**config.mk**
```make
export PLATFORM = sky130hd
export DESIGN_NAME = vga_timing_gen
export DESIGN_NICKNAME = d
export VERILOG_FILES = /design/src/rtl/vga_timing_gen.sv
export SDC_FILE = /design/constraint.sdc
export NUM_CORES = 1
export LEC_CHECK = 0
export ABC_AREA = 0
export BUFFER_PORTS_ARGS = -buffer_cell sky130_fd_sc_hd__buf_4
export CAP_MARGIN = 20
export CORE_ASPECT_RATIO = 2
export CORE_MARGIN = 2
export CORE_UTILIZATION = 45
export CTS_BUF_LIST = sky130_fd_sc_hd__clkbuf_16
export DETAILED_ROUTE_END_ITERATION = 8
export GPL_TIMING_DRIVEN = 0
export SLEW_MARGIN = 30
export SYNTH_ARGS = -nofsm -noshare
export SYNTH_HDL_FRONTEND = slang
export SYNTH_SLANG_ARGS = --single-unit
```
**constraint.sdc**
```tcl
create_clock -name clk -period 3.8 [get_ports clk]
set_input_delay 0.76 -clock clk [delete_from_list [all_inputs] [get_ports clk]]
set_output_delay 0.76 -clock clk [all_outputs]
set_load 0.05 [all_outputs]
```
**src/rtl/vga_timing_gen.sv**
```systemverilog
// Parametrised raster timing generator with a pixel-clock prescaler.
// It produces sync, display-enable, coordinates, line/frame strobes and a frame counter.
`timescale 1ns/1ps
module vga_timing_gen #(
  parameter int H_ACTIVE = 640,
  parameter int H_FP     = 16,
  parameter int H_SYNC   = 96,
  parameter int H_BP     = 48,
  parameter int V_ACTIVE = 480,
  parameter int V_FP     = 10,
  parameter int V_SYNC   = 2,
  parameter int V_BP     = 33,
  parameter bit H_POL    = 1'b0,
  parameter bit V_POL    = 1'b0,
  parameter int PIX_DIV  = 1,
  parameter int CNT_W    = 10,
  parameter int FRAME_W  = 8
) (
  input  logic               clk,
  input  logic               rst,
  output logic               pix_en,
  output logic               hsync,
  output logic               vsync,
  output logic               de,
  output logic [CNT_W-1:0]   x,
  output logic [CNT_W-1:0]   y,
  output logic               line_start,
  output logic               frame_start,
  output logic [FRAME_W-1:0] frame_cnt
);

  localparam int H_TOTAL = H_ACTIVE + H_FP + H_SYNC + H_BP;
  localparam int V_TOTAL = V_ACTIVE + V_FP + V_SYNC + V_BP;
  localparam int HS_BEG  = H_ACTIVE + H_FP;
  localparam int HS_END  = H_ACTIVE + H_FP + H_SYNC;
  localparam int VS_BEG  = V_ACTIVE + V_FP;
  localparam int VS_END  = V_ACTIVE + V_FP + V_SYNC;
  localparam int P_W     = (PIX_DIV > 1) ? $clog2(PIX_DIV) : 1;

  localparam logic [CNT_W-1:0] H_LAST = CNT_W'(H_TOTAL - 1);
  localparam logic [CNT_W-1:0] V_LAST = CNT_W'(V_TOTAL - 1);
  localparam logic [P_W-1:0]   P_LAST = P_W'(PIX_DIV - 1);

  if (((longint'(1) << CNT_W) < longint'(H_TOTAL)) ||
      ((longint'(1) << CNT_W) < longint'(V_TOTAL)) || (PIX_DIV < 1)) begin : g_bad_cfg
    $error("vga_timing_gen: CNT_W too narrow for the mode, or PIX_DIV < 1");
  end

  logic [P_W-1:0]     p_q, p_d;
  logic               pix_en_q, pix_en_d;
  logic [CNT_W-1:0]   h_q, h_d, v_q, v_d;
  logic               hsync_q, hsync_d, vsync_q, vsync_d, de_q, de_d;
  logic [CNT_W-1:0]   x_q, x_d, y_q, y_d;
  logic               line_start_q, line_start_d, frame_start_q, frame_start_d;
  logic [FRAME_W-1:0] frame_cnt_q, frame_cnt_d;

  always_comb begin
    p_d           = p_q + P_W'(1);
    pix_en_d      = 1'b0;
    h_d           = h_q;
    v_d           = v_q;
    hsync_d       = hsync_q;
    vsync_d       = vsync_q;
    de_d          = de_q;
    x_d           = x_q;
    y_d           = y_q;
    line_start_d  = 1'b0;
    frame_start_d = 1'b0;
    frame_cnt_d   = frame_cnt_q;

    if (p_q == P_LAST) begin
      p_d      = '0;
      pix_en_d = 1'b1;
    end

    // Outputs are decoded from the next position so they line up with the counters.
    if (pix_en_q) begin
      if (h_q == H_LAST) begin
        h_d = '0;
        v_d = (v_q == V_LAST) ? '0 : v_q + CNT_W'(1);
      end else begin
        h_d = h_q + CNT_W'(1);
      end
      de_d    = (int'(h_d) < H_ACTIVE) && (int'(v_d) < V_ACTIVE);
      x_d     = de_d ? h_d : '0;
      y_d     = de_d ? v_d : '0;
      hsync_d = ((int'(h_d) >= HS_BEG) && (int'(h_d) < HS_END)) ? H_POL : ~H_POL;
      vsync_d = ((int'(v_d) >= VS_BEG) && (int'(v_d) < VS_END)) ? V_POL : ~V_POL;
      line_start_d  = (h_d == '0);
      frame_start_d = (h_d == '0) && (v_d == '0);
      if (frame_start_d) frame_cnt_d = frame_cnt_q + FRAME_W'(1);
    end
  end

  // Reset parks the position on the last blanking pixel so the first advance lands on (0,0).
  always_ff @(posedge clk) begin
    if (rst) begin
      p_q           <= '0;
      pix_en_q      <= 1'b0;
      h_q           <= H_LAST;
      v_q           <= V_LAST;
      hsync_q       <= ~H_POL;
      vsync_q       <= ~V_POL;
      de_q          <= 1'b0;
      x_q           <= '0;
      y_q           <= '0;
      line_start_q  <= 1'b0;
      frame_start_q <= 1'b0;
      frame_cnt_q   <= '0;
    end else begin
      p_q           <= p_d;
      pix_en_q      <= pix_en_d;
      h_q           <= h_d;
      v_q           <= v_d;
      hsync_q       <= hsync_d;
      vsync_q       <= vsync_d;
      de_q          <= de_d;
      x_q           <= x_d;
      y_q           <= y_d;
      line_start_q  <= line_start_d;
      frame_start_q <= frame_start_d;
      frame_cnt_q   <= frame_cnt_d;
    end
  end

  assign pix_en      = pix_en_q;
  assign hsync       = hsync_q;
  assign vsync       = vsync_q;
  assign de          = de_q;
  assign x           = x_q;
  assign y           = y_q;
  assign line_start  = line_start_q;
  assign frame_start = frame_start_q;
  assign frame_cnt   = frame_cnt_q;

endmodule

```
# Yosys cells after proc, flatten, opt, wreduce, memory -nomap -nowiden
# Index checks and enable logic that the tools add are counted.
[word_totals] word_cells=45 inputBits=2 reg_bits=55 output_inout_bits=34
[classes] reduce_logical=9 add_sub_neg=4 n_lt_le_gt_ge=6 muxes=10 n_eq_ne=2 n_bitwise=2
[op_table] cell="$mux 10" n=7
[op_table] cell="$add 10x1->10 const B" n=2
[op_table] cell="$eq 10x10->1 const B" n=2
[op_table] cell="$logic_not 10->1" n=2
[op_table] cell="$lt 10x10->1 const B" n=2
[op_table] cell="$lt 10x9->1 const B" n=2
[op_table] cell="$ge 10x10->1 const B" n=1
[op_table] cell="$ge 10x9->1 const B" n=1
[op_table] cell="$add 8x1->8 const B" n=1
[op_table] cell="$logic_and 1x1->1" n=4
[op_table] cell="$reduce_or 2->1" n=2
[op_table] cell="$mux 1" n=3
[op_table] cell="$not 1->1" n=2
[op_table] cell="$reduce_and 2->1" n=1
[op_table] cell="$add 1x1->1 const B" n=1

# Depth between registers and ports, before layout
[depth] word_depth=7 depth_mapped=12 mapped_depth_nobuf=9

# Worst setup path before layout
# OpenSTA, ideal clock, no wires.
[synth_timing] kind="flip-flop to flip-flop" start="reg h_q[0]" end="reg x_q[4] (netlist: x[4])" required_time_ps=3663 n_path_buf=2 stages_incl_launch_ff=11 arrival_ps=2759 period_less_slack_ps=2897 setup_time_ps=137 slack_ps=903 cell_sequence="dfxtp_1 -> ha_1 -> clkbuf_1 -> nand4_1 -> or3_4 -> or4_1 -> a22oi_1 -> a211oi_2 -> o21ai_4 -> buf_4 -> a211oi_1"
[synth_via] elab_chain_cells=6 word_cells_on_any_way=10 cone_classes="add/sub (1); order compare (2); eq/ne (1); mux (5); reduce/logical (1)"
[synth_rtl] item="from (decl)" line_no="51" rtl="logic [CNT_W-1:0] h_q, h_d, v_q, v_d;"
[synth_rtl] item="from (signal assigned)" line_no="100" rtl="h_q <= H_LAST;"
[synth_rtl] item="from (signal assigned)" line_no="113" rtl="h_q <= h_d;"
[synth_rtl] item="$add 10x1->10 or $eq 10x10->1 (tied branches)" line_no="82, 78"
[synth_rtl] item="$mux 10" line_no="78" rtl="if (h_q == H_LAST) begin"
[synth_rtl] item="$mux 10" line_no="77" rtl="if (pix_en_q) begin"
[synth_rtl] item="$lt 10x10->1 or $lt 10x9->1 (tied branches)" line_no="84" rtl="de_d = (int'(h_d) < H_ACTIVE) && (int'(v_d) < V_ACTIVE);"
[synth_rtl] item="$logic_and 1x1->1" line_no="84"
[synth_rtl] item="$mux 10 (*)" line_no="85" rtl="x_d = de_d ? h_d : '0;"
[synth_rtl] item="to (signal assigned)" line_no="105" rtl="x_q <= '0;"
[synth_rtl] item="to (signal assigned)" line_no="118" rtl="x_q <= x_d;"
[synth_rtl] item="to (decl)" line_no="53" rtl="logic [CNT_W-1:0] x_q, x_d, y_q, y_d;"
# Mark *: on every way between the ends. The rest lies on a longest branch, timed or not. The select of a mux whose other input is x is not followed.
# A chain may end at the register's enable or synchronous reset.

# Final worst setup path
# Ends and elaborated chain as after synthesis.

==> impl_metrics.py <==
metrics = {
    "place": {
        "gp_congestion": 0.971,
        "dp_hpwl_um": 6740,
        "place_inst": 498,
        "port_buffers": 35,
    },
    "worst_setup_path": {
        "worstSetupPathType": "reg2reg",
        "reg2reg_from": "h_q[0]",
        "r2r_slack_ps": 330,
        "critPathLaunch": "h_q[0]",
        "cp_data_arrival_time_ps": 3620,
        "end_kind": "flop",
        "cp-start-kind": "flop",
        "crit_fanout": 10,
        "required_ps": 3950,
        "r2r-end": "x[4]",
        "rr_worst_depth": 11,
        "crit_end": "x[4]",
    },
    "synth": {
        "ys_ff_latch": 55,
        "ys_warn_count": 0,
        "async_flop_share_pct": 0,
        "synth_area_leader_cell": "dfxtp_1",
        "synth-seq-area-share_pct": 36.5,
        "synth_edf_count": 0,
        "syn_nets": 382,
        "ys.flop_type": "dfxtp_1",
        "syn_area_um2": 3020,
        "synth_area_leaders": "dfxtp_1 (36%), nor2_1 (5.6%), o21ai_0 (4.3%)",
        "postSynthCellCount": 375,
        "synth_top_cell_area_share_pct": 36.5,
        "synth_area_per_cell_um2": 8.04,
        "synth_cell_types": 59,
    },
    "drt": {
        "vias": 2991,
        "drt-initial-drc-count": 274,
        "drtAntennaViolNets": 0,
        "detail_route.wl_per_cell_um": 17.9,
        "drt-pass1-iter-count": 4,
        "vias_per_cell": 5.90,
        "postRouteWirelength_um": 9050,
        "drc": 0,
    },
    "sta": {
        "rsz0062_at_grt": "no",
        "max_freq_mhz": 288,
        "finalSetupTns_ps": 0,
        "finalSetupViolCount": 0,
        "worstMarginPinSlew_ps": 651,
        "worst_slew_margin_rel_pct": 56.6,
        "final-max-slew-violation-count": 0,
        "fin_crit_sh_pct": 91.3,
        "fin_crit_ps": 3470,
        "hold_viol": 0,
        "fin_worst_skew_ps": 5.01,
    },
    "job": {
        "drv_cap": 0,
    },
    "power_and_ir_drop": {
        "ir_worst_vdd_v": 0.000294,
        "p_leak_nw": 1.32,
        "power_density_nw_per_um2": 421,
    },
    "clock_tree": {
        "hold_buffers": 0,
        "clk_pin_slew_worst_paths_ps": 70,
        "cts_sinks": 55,
        "clockBufferDepth": 2,
        "cts_tree": "yes",
        "cts_root_buffer": "clkbuf_16",
        "insertion_delay_ps": 300,
        "cts_made_buffers": 5,
        "htree_levels": 2,
    },
    "floorplan": {
        "core_um2": 6570,
        "start_util_pct": 45.9,
        "die_x_um": 61.9,
        "rows": 42,
        "dieArea_um2": 7410,
        "io_pins": 36,
        "die_h_um": 120,
    },
    "finish": {
        "area_growth_pct": 18.2,
        "final_cell_mix": "dfxtp_1 (55), nor2_1 (45), buf_4 (37), clkbuf_1 (27), o21ai_0 (26)",
        "fin_nets": 425,
        "nFillCells": 661,
        "final_common_cell": "dfxtp_1",
        "num_antenna_cells": 0,
        "fin_cells": 507,
        "drive_gt1_share_pct": 13.4,
    },
    "global_routing": {
        "grt_pass1_vias": 2869,
        "gr-total-overflow": 0,
        "antenna_found_initial": 0,
        "grt_usage_pct": 26.5,
        "grt_pass1_wl_um": 14400,
        "grt_max_degree": 20,
    },
    "min_path": {
        "min-delay-path-class": "reg2reg",
    },
    "run_status": {
        "status": "completed",
    },
}
[registers in the layout, indices dropped and copies added (netlist names), 8 cells and up]
name and cells:
h_q 10, v_q 10, y 10, frame_cnt 8, x 10
[cell usage after synthesis (5+ instances only)]
cell type  count
dfxtp_1       55
nor2_1        45
clkbuf_1      28
o21ai_0       26
nand2_1       23
a21oi_1       19
and3_1        13
a211oi_1      12
inv_1         11
nand3_1       11
nor3_1        10
or4_1         10
xnor2_1       10
a31oi_1        7
and2_1         7
o31ai_1        7
xor2_1         6
a21o_1         5
ha_1           5
nand4_1        5
or3_1          5
[kinds of logic (layout without fill, tap and decap cells)]
group	Yosys count	after routing	synth area share, %
compound gates	106	106	24.3
xor+xnor	16	16	4.65
other cells	1	1	0.124
simple gates	146	146	25.5
fa+ha+maj	5	5	2.07
mux	3	3	0.995
buf+inv	43	87	5.77
flops	55	55	36.5
[how the worst min path moves through the flow]
stage | start | to | cells past startpoint
4_1_cts | p_q | pix_en | 1
3_3_place_gp | p_q | pix_en | 1
2_1_floorplan | p_q | pix_en | 1
3_5_place_dp | p_q | pix_en | 1
5_1_grt | p_q | pix_en | 1
6_report | p_q | pix_en | 1
[timing repair]
action                                  in CTS  in global routing
setup buffers                                0                  1
endpoints found under the hold margin        0                  0
gates resized for setup                      0                  5
endpoints found under the setup margin       0                  9
[per-layer routing]
metal | up-vias | share of wire (%) | GRT usage (%)
met5 | - | 0 | 0
met1 | 1412 | 37 | 28.5
met3 | 33 | 2.9 | 3.66
met4 | 0 | 5.7 | 15.7
met2 | 93 | 55 | 45.8
li1 | 1453 | - | -
[critical path, stage by stage (launching register included)]
cell and delay [ps]:
dfxtp_1 480, ha_1 200, clkbuf_1 310, nand4_1 140, buf_4 190, or3_4 370
or4_1 540, a22oi_1 280, a211oi_2 180, o21ai_4 290, buf_4 270, a211oi_1 70
[report_power, final]
part	leakage, nW	internal (W)	switching [W]
Combinational	0.802	0.000131	0.000262
Clock	0.0723	0.000252	0.000232
Sequential	0.448	0.000601	0.0000219
[cell type report]
cell class              instances  area [um^2]  share of cell area (%)
well taps                      88          110                    3.09
clock inverters                 3         27.5                   0.772
plain buffers                  31          130                    3.65
clock buffers                   5          125                    3.51
flip-flops and latches         55         1100                    30.9
inverters                      12         45.0                    1.26
multi-input cells             277         1760                    49.3
repair buffers                 36          270                    7.58
[metrics by stage]
step                      utilization (%)  hold slack [ps]  power [W]  worst slack [ps]  area, um^2
final                                54.3              393    0.00150               332        3570
after global routing                 54.3              407    0.00157               129        3570
after CTS                            53.9              401    0.00150              97.7        3540
after detailed placement             51.6              391    0.00102               132        3390
after global placement               51.6              373    0.00101               101        3390
after floorplan                         -              368   0.000910               903        3020
Power figures use the tool's default switching activity.
